[config.mk]
export PLATFORM = sky130hd
export DESIGN_NAME = regfile_operand_stage
export DESIGN_NICKNAME = d
export VERILOG_FILES = /design/src/rtl/regfile_pkg.sv /design/src/rtl/operand_bypass.sv /design/src/rtl/regfile_operand_stage.sv
export SDC_FILE = /design/constraint.sdc
export NUM_CORES = 1
export LEC_CHECK = 0
export BUFFER_PORTS_ARGS = -buffer_cell sky130_fd_sc_hd__buf_2
export CAP_MARGIN = 0
export CORE_MARGIN = 5
export CORE_UTILIZATION = 25
export CTS_CLUSTER_DIAMETER = 30
export DETAILED_ROUTE_END_ITERATION = 7
export SLEW_MARGIN = 0
export SYNTH_ARGS = -nofsm -noshare
export SYNTH_HDL_FRONTEND = slang
export SYNTH_SLANG_ARGS = --single-unit
[constraint.sdc]
create_clock -name clk -period 1.9 [get_ports clk]
set_input_delay 0.095 -clock clk [delete_from_list [all_inputs] [get_ports clk]]
set_output_delay 0.095 -clock clk [all_outputs]
set_load 0.02 [all_outputs]
[src/rtl/regfile_pkg.sv]
// Shared widths and types for the register-file operand path.
package regfile_pkg;
  localparam int WIDTH    = 64;
  localparam int NREG     = 32;
  localparam int AW       = 5;
  localparam int ZERO_REG = 31;

  typedef logic [WIDTH-1:0] reg_data_t;
  typedef logic [AW-1:0]    reg_addr_t;
endpackage

[src/rtl/operand_bypass.sv]
// Per-port operand select: XZR forces zero, then same-cycle write-back bypass, then register-file data.
module operand_bypass
  import regfile_pkg::*;
(
  input  reg_addr_t rs_addr,
  input  reg_data_t rd_data,
  input  logic      wb_en,
  input  reg_addr_t wb_addr,
  input  reg_data_t wb_data,
  output reg_data_t operand
);

  always_comb begin
    operand = rd_data;
    if (rs_addr == reg_addr_t'(ZERO_REG)) begin
      operand = '0;
    end else if (wb_en && (wb_addr == rs_addr)) begin
      // The register file only sees this write at the next edge.
      operand = wb_data;
    end
  end

endmodule

[src/rtl/regfile_operand_stage.sv]
// ID/EX operand register with XZR/bypass select; flush > stall > load, and held operands
// track write-backs while stalled so EX never sees a stale value.
module regfile_operand_stage
  import regfile_pkg::*;
(
  input  logic      clk,
  input  logic      reset_n,
  input  logic      in_valid,
  input  reg_addr_t rs1_addr,
  input  reg_addr_t rs2_addr,
  input  reg_data_t rd_data1,
  input  reg_data_t rd_data2,
  input  logic      wb_en,
  input  reg_addr_t wb_addr,
  input  reg_data_t wb_data,
  input  logic      stall,
  input  logic      flush,
  output reg_data_t op_a,
  output reg_data_t op_b,
  output reg_addr_t op_a_addr,
  output reg_addr_t op_b_addr,
  output logic      out_valid
);

  reg_data_t sel_a;
  reg_data_t sel_b;
  logic      refresh_a;
  logic      refresh_b;

  operand_bypass u_bypass_a (
    .rs_addr (rs1_addr),
    .rd_data (rd_data1),
    .wb_en   (wb_en),
    .wb_addr (wb_addr),
    .wb_data (wb_data),
    .operand (sel_a)
  );

  operand_bypass u_bypass_b (
    .rs_addr (rs2_addr),
    .rd_data (rd_data2),
    .wb_en   (wb_en),
    .wb_addr (wb_addr),
    .wb_data (wb_data),
    .operand (sel_b)
  );

  // Only a live, non-XZR held operand may pick up a later write-back.
  assign refresh_a = wb_en && (wb_addr == op_a_addr) &&
                     (op_a_addr != reg_addr_t'(ZERO_REG)) && out_valid;
  assign refresh_b = wb_en && (wb_addr == op_b_addr) &&
                     (op_b_addr != reg_addr_t'(ZERO_REG)) && out_valid;

  always_ff @(posedge clk or negedge reset_n) begin
    if (!reset_n) begin
      op_a      <= '0;
      op_b      <= '0;
      op_a_addr <= '0;
      op_b_addr <= '0;
      out_valid <= 1'b0;
    end else if (flush) begin
      op_a      <= '0;
      op_b      <= '0;
      op_a_addr <= '0;
      op_b_addr <= '0;
      out_valid <= 1'b0;
    end else if (stall) begin
      if (refresh_a) op_a <= wb_data;
      if (refresh_b) op_b <= wb_data;
    end else begin
      op_a      <= sel_a;
      op_b      <= sel_b;
      op_a_addr <= rs1_addr;
      op_b_addr <= rs2_addr;
      out_valid <= in_valid;
    end
  end

endmodule
-- Word level (Yosys, flattened, before mapping)
Cells that the tools add are included.
- bits in registers: 139
- input port bits: 213
- output and inout bits: 139
- word-level logic and storage cells: 40
- eq/ne operators: 11
- mux-type cells: 16
- reduce and logical (&&, ||, !) cells: 8
- operator list (kind ; count):
    $mux W64 ; 10
    $eq A5 B5 Y1 ; 4
    $mux W5 ; 4
    $eq A5 B5 Y1 const B ; 2
    $ne A5 B5 Y1 const B ; 2
    $logic_and A1 B1 Y1 ; 8
    $ne A3 B1 Y1 const B ; 2
    $mux W1 ; 2
    $ne A2 B1 Y1 const B ; 1

-- Logic depth before layout (Yosys ltp)
Gate-level depths: netlist (run 1).
- depth after elaboration: 7
- mapped depth: 8
- gate-level depth less buffers: 5

-- Cells and area by module
From an unflattened synthesis (run 1), not the netlist that was laid out.
- cell total of the unflattened synthesis: 1156
- area total of the unflattened synthesis: 9855.7 um2
- by module, submodules not included (module ; times used ; cells an instance ; area each (um2) ; sequential area each (um2)):
    regfile_operand_stage ; 1 ; 682 ; 7395.8 ; 3478.3
    operand_bypass ; 2 ; 237 ; 1229.9 ; 0.0

-- Least setup slack after synthesis (run 1)
No wires, ideal clock.
- path type: flip-flop to flip-flop
- from: reg op_b_addr[1]
- to: reg op_b[39]
- library setup time: 0.137 ns
- arrival time: 1.573 ns
- data required time: 1.763 ns
- setup slack: 0.190 ns
- cell stages (with the launch flop): 7
- buffers on the path: 2
- period minus slack after synthesis: 1.710 ns
- path through: dfrtp_1 xnor2_1 a31oi_1 a211oi_1 clkbuf_1 buf_2 a311oi_1
- longest elaborated chain between the ends: 5
- elaborated cells between the ends (all ways): 6
- those cells by class: eq/ne (3); reduce/logical (3)
- RTL lines (item ; line ; RTL):
    from (decl) ; regfile_operand_stage.sv:21 ; output reg_addr_t op_b_addr,
    from (signal assigned) ; regfile_operand_stage.sv:74 ; op_b_addr <= rs2_addr;
    $eq A5 B5 Y1 ; regfile_operand_stage.sv:51 ; assign refresh_b = wb_en && (wb_addr == op_b_addr) &&
    $logic_and A1 B1 Y1 ; regfile_operand_stage.sv:51 ;
    $logic_and A1 B1 Y1 (*) ; regfile_operand_stage.sv:51 ;
    $logic_and A1 B1 Y1 (*) ; regfile_operand_stage.sv:52 ; (op_b_addr != reg_addr_t'(ZERO_REG)) && out_valid;
    $ne A3 B1 Y1 (no source line) (*) ; n/a ;
    to (signal assigned) ; regfile_operand_stage.sv:69 ; if (refresh_b) op_b <= wb_data;
    to (signal assigned) ; regfile_operand_stage.sv:72 ; op_b <= sel_b;
    to (decl) ; regfile_operand_stage.sv:19 ; output reg_data_t op_b,
Mark *: on every way between the ends. The rest lies on a longest branch, timed or not.
A chain may end at the register's enable or synchronous reset.

-- Worst setup path after layout (run 1)
- from: reg op_a_addr[2]
- to: reg op_a[46]
- longest elaborated chain between the ends: 5
- elaborated cells between the ends (all ways): 6
- those cells by class: eq/ne (3); reduce/logical (3)
- RTL lines (item ; line ; RTL):
    from (decl) ; regfile_operand_stage.sv:20 ; output reg_addr_t op_a_addr,
    from (signal assigned) ; regfile_operand_stage.sv:73 ; op_a_addr <= rs1_addr;
    $eq A5 B5 Y1 ; regfile_operand_stage.sv:49 ; assign refresh_a = wb_en && (wb_addr == op_a_addr) &&
    $logic_and A1 B1 Y1 ; regfile_operand_stage.sv:49 ;
    $logic_and A1 B1 Y1 (*) ; regfile_operand_stage.sv:49 ;
    $logic_and A1 B1 Y1 (*) ; regfile_operand_stage.sv:50 ; (op_a_addr != reg_addr_t'(ZERO_REG)) && out_valid;
    $ne A3 B1 Y1 (no source line) (*) ; n/a ;
    to (signal assigned) ; regfile_operand_stage.sv:68 ; if (refresh_a) op_a <= wb_data;
    to (signal assigned) ; regfile_operand_stage.sv:71 ; op_a <= sel_a;
    to (decl) ; regfile_operand_stage.sv:18 ; output reg_data_t op_a,
Marks and branches as above.

==> results of run 1 <==
[logic make-up (layout without fill, tap and decap cells)]
logic type                count (synthesis)  in the layout  synth area share
and+or+nand+nor                         348            348            0.2382
AOI/OAI and AO/OA                       264            264            0.2364
DFF                                     139            139            0.4165
buffers and inverters                   123            628           0.07672
xor gates and xnor gates                 18             18           0.01888
muxes                                    11             11           0.01319
other                                     0              2                 0
[where the power goes]
part	total [mW]	switching, mW	internal (mW)
Clock	3.66	1.46	2.20
Combinational	3.05	1.75	1.29
Sequential	3.44	0.193	3.25
[worst min-delay path: stages]
cell and delay, ns:
buf_2 0.10, a31oi_2 0.13, a311oi_1 0.09
[final cells by class]
class | count | area (um^2)
sequential | 139 | 3482
timing repair buffer | 596 | 4730
fill | 3232 | 19440
clock inverter | 15 | 197.7
tap | 448 | 560.5
clock buffer | 17 | 425.4
antenna | 2 | 5.005
multi-input combinational | 641 | 4439
[sequential cells by signal (all words and copies together) (netlist names)]
register   flops
op_b          64
op_b_addr      5
out_valid      1
op_a          64
op_a_addr      5
[Yosys cell counts]
master    instances  area share
buf_1             6      0.0027
nand3_1           2      0.0012
buf_4            14       0.013
and3_1            2      0.0015
a311oi_1        128        0.13
nand2b_1          1     0.00075
nand2_2           2      0.0015
clkbuf_2          1     0.00060
a31oi_1         134        0.10
nand4_1           2      0.0015
buf_2            37       0.022
clkbuf_1         54       0.024
clkbuf_4          1     0.00090
dfrtp_1         139        0.42
nor4_2            2      0.0030
xnor2_1          10       0.010
a211oi_1          2      0.0018
xor2_1            8      0.0084
and4_1          128        0.13
nor2_1          143       0.064
buf_6            10       0.013
and2_1            2      0.0015
mux2i_1          11       0.013
nand2_1          64       0.029
[worst paths after layout]
kind | start | to | slack [ns]
min reg2reg | op_b[61]$_DFFE_PN0P_ | op_b[61]$_DFFE_PN0P_ | 0.55
min in group asynchronous | reset_n | op_a[47]$_DFFE_PN0P_ | 0.13
max | op_a_addr[2]$_DFFE_PN0P_ | op_a[46]$_DFFE_PN0P_ | -0.0008
min | rd_data1[63] | op_a[63]$_DFFE_PN0P_ | 0.02
max in group asynchronous | reset_n | op_a_addr[0]$_DFFE_PN0P_ | 1.09
max reg2reg | op_a_addr[2]$_DFFE_PN0P_ | op_a[46]$_DFFE_PN0P_ | -0.0008
[layer usage]
metal  up-vias  routed length, um  GRT usage
met2       622              20710     0.3417
met3       135               3389    0.05246
li1       4582                  -          -
met5         -                 25          0
met1      4993              16880     0.2492
met4         4               1841     0.1081
[repair_timing]
item                                   4_1_cts  5_1_grt
hold buffers                               176        0
pin swaps                                    1       43
gates resized for setup                      1       46
endpoints found under the hold margin      276        0
cloned                                       1       14
setup endpoints to repair                    3      112
buffers inserted                             1       12
[through the flow]
stage	hold WS, ns	setup TNS, ns	cell area [um^2]	cells
final	0.02297	-0.0007718	13840	1858
after global routing	0.008772	-3.732	13840	1858
after CTS	0.001100	0	13240	1835
after detailed placement	0.02550	0	10810	1625
after global placement	0.02611	0	10810	1625
after floorplan	-0.2006	0	8351	903
==> results.md, run 1 <==
- Routability cong.: 0.8510
- Clock root buffer: clkbuf_16
- Wire per inst: 23.06 um
- Crit-path leading delay family: compound AO/OA/AOI/OAI gates
- H-tree levels: 4
- Commonest non-fill, non-tap cell in the layout: buf_2
- Place WS: 0.005653 ns
- Antenna violations before repair: 5
- Initial Util: 0.2509
- Row count: 67
- Failing checks: negative setup slack
- Req. time, crit path: 2.23 ns
- Total congestion overflow: 0
- TritonCTS clock tree: built
- Tcrit/Tclk final: 1.000
- Worst-case reg-to-reg path depth: 7
- Syn Area/Cell: 9.248 um^2
- Pwr Total: 10.16 mW
- HPWL after DPL: 25310 um
- CP endpoint kind: flop
- Max Cap Viol: 0
- Critical Path Slowest Stage Cell: dfrtp_2
- RSZ-0062 raised after global routing: true
- DR pass1 iterations: 7
- Synth-to-Final Area Change: 65.73%
- First-pass GRT wire length: 59580 um
- Clock skew: 0.008261 ns
- Clock Pin Slew Worst Setup and Hold Paths: 0.06 ns
- Port-buffer cells: 351
- Share of layout cells above drive strength 1: 0.3452
- Synth Register Bits: 139
- Final core occ: 0.4158
- Arr. time, crit path: 2.23 ns
- Tmin final: 1.901 ns
- Final ANT Viol Nets: 0
- Die footprint: 37160 um^2
- Hold Path Class: in2reg
- Clk sink count: 139
- Pwr/cell area: 733.8 nW/um^2
- Synth Net Count: 1116
- DR iter-0 viols: 597
- Fin worst setup slack: -0.0007718 ns
- CP max FO: 13
- YS warnings: 0
- Worst Tran Pin Value: 0.7456 ns
- Max-slew headroom: 0.5029
- Post-synthesis sequential area ratio: 0.4165
- Crit path depth: 7
- Final Setup Violations: 1
- Layout Nets: 1608
- Status: complete, but fails checks
- # DRC: 0
- Final Hold Vio Count: 0
- Core area: 33280 um^2
- Drt total wl: 42850 um
- Most frequent cells in the layout: buf_2 (344), dlygate4sd3_1 (173), nor2_1 (139)
- Vias/cell: 5.563
- Peak supply drop: 594.3 uV
- Worst path max stage delay: 0.44 ns
- Hold path depth: 3
- Critical Path Start Type: flop
- Die W: 192.8 um
- Worst setup path class: reg2reg
- Vias in the first global route: 10230
- Largest net degree at the start of global routing: 140
- WP buf/inv: 2
- Clk buf depth: 2
- Vias: 10340
- TritonCTS buffer count: 17
- Post-synthesis cell type count: 24
- Post-Synthesis Cells: 903
- Count of pins over their slew limit: 0
- Total Routing Usage GR: 0.2073
- Clock latency on the worst-skew pair: 0.44 ns
- Die Y: 192.8 um
- Max Clk Rate: 526.1 MHz
- Crit-path cells: xnor2_2 > a31oi_2 > a211oi_4 > buf_12 > buf_16 > nor2_1 > a311oi_1
- Pleak: 6.366 nW
- Top-Level Pins: 352
- Cell area after synthesis: 8351 um^2
Power figures use the tool's default switching activity.
==> run 2: changes to the inputs <==
- CORE_UTILIZATION: 25 -> 49
- PLACE_DENSITY: not set -> 0.82
==> results.md, run 2 (synthesis results as in run 1) <==
- Status: complete, but fails checks
- RSZ-0062 raised after global routing: true
- Critical Path Start Type: flop
- Die Y: 140.5 um
- Initial Util: 0.5018
- Worst Tran Pin Value: 0.6699 ns
- Final Hold Vio Count: 0
- Count of pins over their slew limit: 0
- Tcrit/Tclk final: 1.007
- Worst-case reg-to-reg path depth: 7
- Hold Startpoint: rd_data1[30]
- Synth-to-Final Area Change: 45.19%
- Storage element area: 3481 um^2
- Max Cap Viol: 0
- Arr. time, crit path: 2.23 ns
- Fillers: 1194
- Hold endpoint: op_a[30]$_DFFE_PN0P_
- HPWL after DPL: 21320 um
- Reg-to-Reg End: op_a[29]$_DFFE_PN0P_
- Final setup TNS: -0.01301 ns
- Largest net degree at the start of global routing: 140
- DR pass1 iterations: 5
- Vias in the first global route: 9605
- Place WS: 0.03670 ns
- Final Hold Slack: 0.01569 ns
- Layout Nets: 1485
- Tmin final: 1.913 ns
- Share of layout cells above drive strength 1: 0.3549
- R2R Path Start: op_a_addr[2]$_DFFE_PN0P_
- Hold Path Class: in2reg
- Vias/cell: 6.758
- Clock skew: 0.009955 ns
- Clock latency on the worst-skew pair: 0.42 ns
- Commonest non-fill, non-tap cell in the layout: buf_2
- Row count: 47
- Final Setup Violations: 1
- Peak supply drop: 626.0 uV
- Clock Pin Slew Worst Setup and Hold Paths: 0.06 ns
- Top-Level Pins: 352
- Fin worst setup slack: -0.01301 ns
- TritonCTS buffer count: 17
- Worst setup path class: reg2reg
- Wire per inst: 23.99 um
- Routability cong.: 0.8714
- CP max FO: 13
- DR iter-0 viols: 1306
- R2r setup slk: -0.01 ns
- Core area: 16640 um^2
- Die W: 140.5 um
- Clk buf depth: 2
- Multi-input gate area: 4365 um^2
- TritonCTS clock tree: built
- Req. time, crit path: 2.21 ns
- Clk sink count: 139
- Total Routing Usage GR: 0.3225
- Total congestion overflow: 0
- Placed Area: 10410 um^2
- Final ANT Viol Nets: 0
- H-tree levels: 4
- Antenna violations before repair: 5
- Port-buffer cells: 351
- Pleak: 5.742 nW
- Hold path depth: 3
- Max-slew headroom: 0.5534
- Die footprint: 19750 um^2
- # DRC: 0
- Pwr/cell area: 818.6 nW/um^2
- Final Cell Area: 12120 um^2
- Max Clk Rate: 522.7 MHz
- Final core occ: 0.7285
- Clock root buffer: clkbuf_16
- Most frequent cells in the layout: buf_2 (348), nor2_1 (142), dfrtp_1 (137)
- Failing checks: negative setup slack
- CP endpoint kind: flop
- Drt total wl: 36170 um
- Top flop regs: op_a: 64 flops, op_b: 64 flops
- Vias: 10190
- First-pass GRT wire length: 51690 um
## run 2: repair_timing
action	CTS	global route
setup endpoints to repair	0	95
hold endpoints to repair	152	0
hold buffers	68	0
buffers inserted	0	10
resized for setup	0	24
## run 2: worst max path at each step
stage / startpoint / endpoint / cells past startpoint
after floorplan: op_b_addr[1]$_DFFE_PN0P_ / op_b[39]$_DFFE_PN0P_ / 6
after global placement: wb_addr[3] / op_b[53]$_DFFE_PN0P_ / 8
after detailed placement: wb_addr[3] / op_b[55]$_DFFE_PN0P_ / 8
after CTS: rs2_addr[1] / op_b[23]$_DFFE_PN0P_ / 8
after global routing: op_b_addr[1]$_DFFE_PN0P_ / op_b[58]$_DFFE_PN0P_ / 7
final: op_a_addr[2]$_DFFE_PN0P_ / op_a[29]$_DFFE_PN0P_ / 7
## run 2: cell type report
type	instances	area share
Antenna cell	3	0.0006192
Clock buffer	22	0.03911
Clock inverter	10	0.01538
Multi-Input combinational cell	641	0.3601
Sequential cell	139	0.2871
Tap cell	220	0.02270
Timing Repair Buffer	473	0.2750
## run 2: report_power, final
group | switching [mW] | total, mW | internal, mW
clock | 1.33 | 3.77 | 2.44
sequential | 0.190 | 3.44 | 3.25
combinational | 1.65 | 2.72 | 1.06
total | 3.17 | 9.93 | 6.75
## run 2: metal layers
metal | global-route usage | vias up | wire length [um]
li1 | - | 4343 | -
met1 | 0.4001 | 4782 | 12820
met2 | 0.5242 | 865 | 17020
met3 | 0.07839 | 195 | 4263
met4 | 0.1632 | 6 | 2037
met5 | 0 | - | 34
## run 2: per-stage QoR
stage / instances / power, mW
after global routing: 1507 / 10.26
after CTS: 1487 / 9.669
after detailed placement: 1387 / 5.834
after global placement: 1387 / 5.782
final: 1508 / 9.925
after floorplan: 903 / 4.770
## run 2: critical path: stages, from the launching register on
cell and delay [ns]:
dfrtp_2 0.45, xnor2_2 0.17, a31oi_2 0.14, a211oi_4 0.38
buf_6 0.20, buf_12 0.14, nor2_1 0.05, a311oi_1 0.26
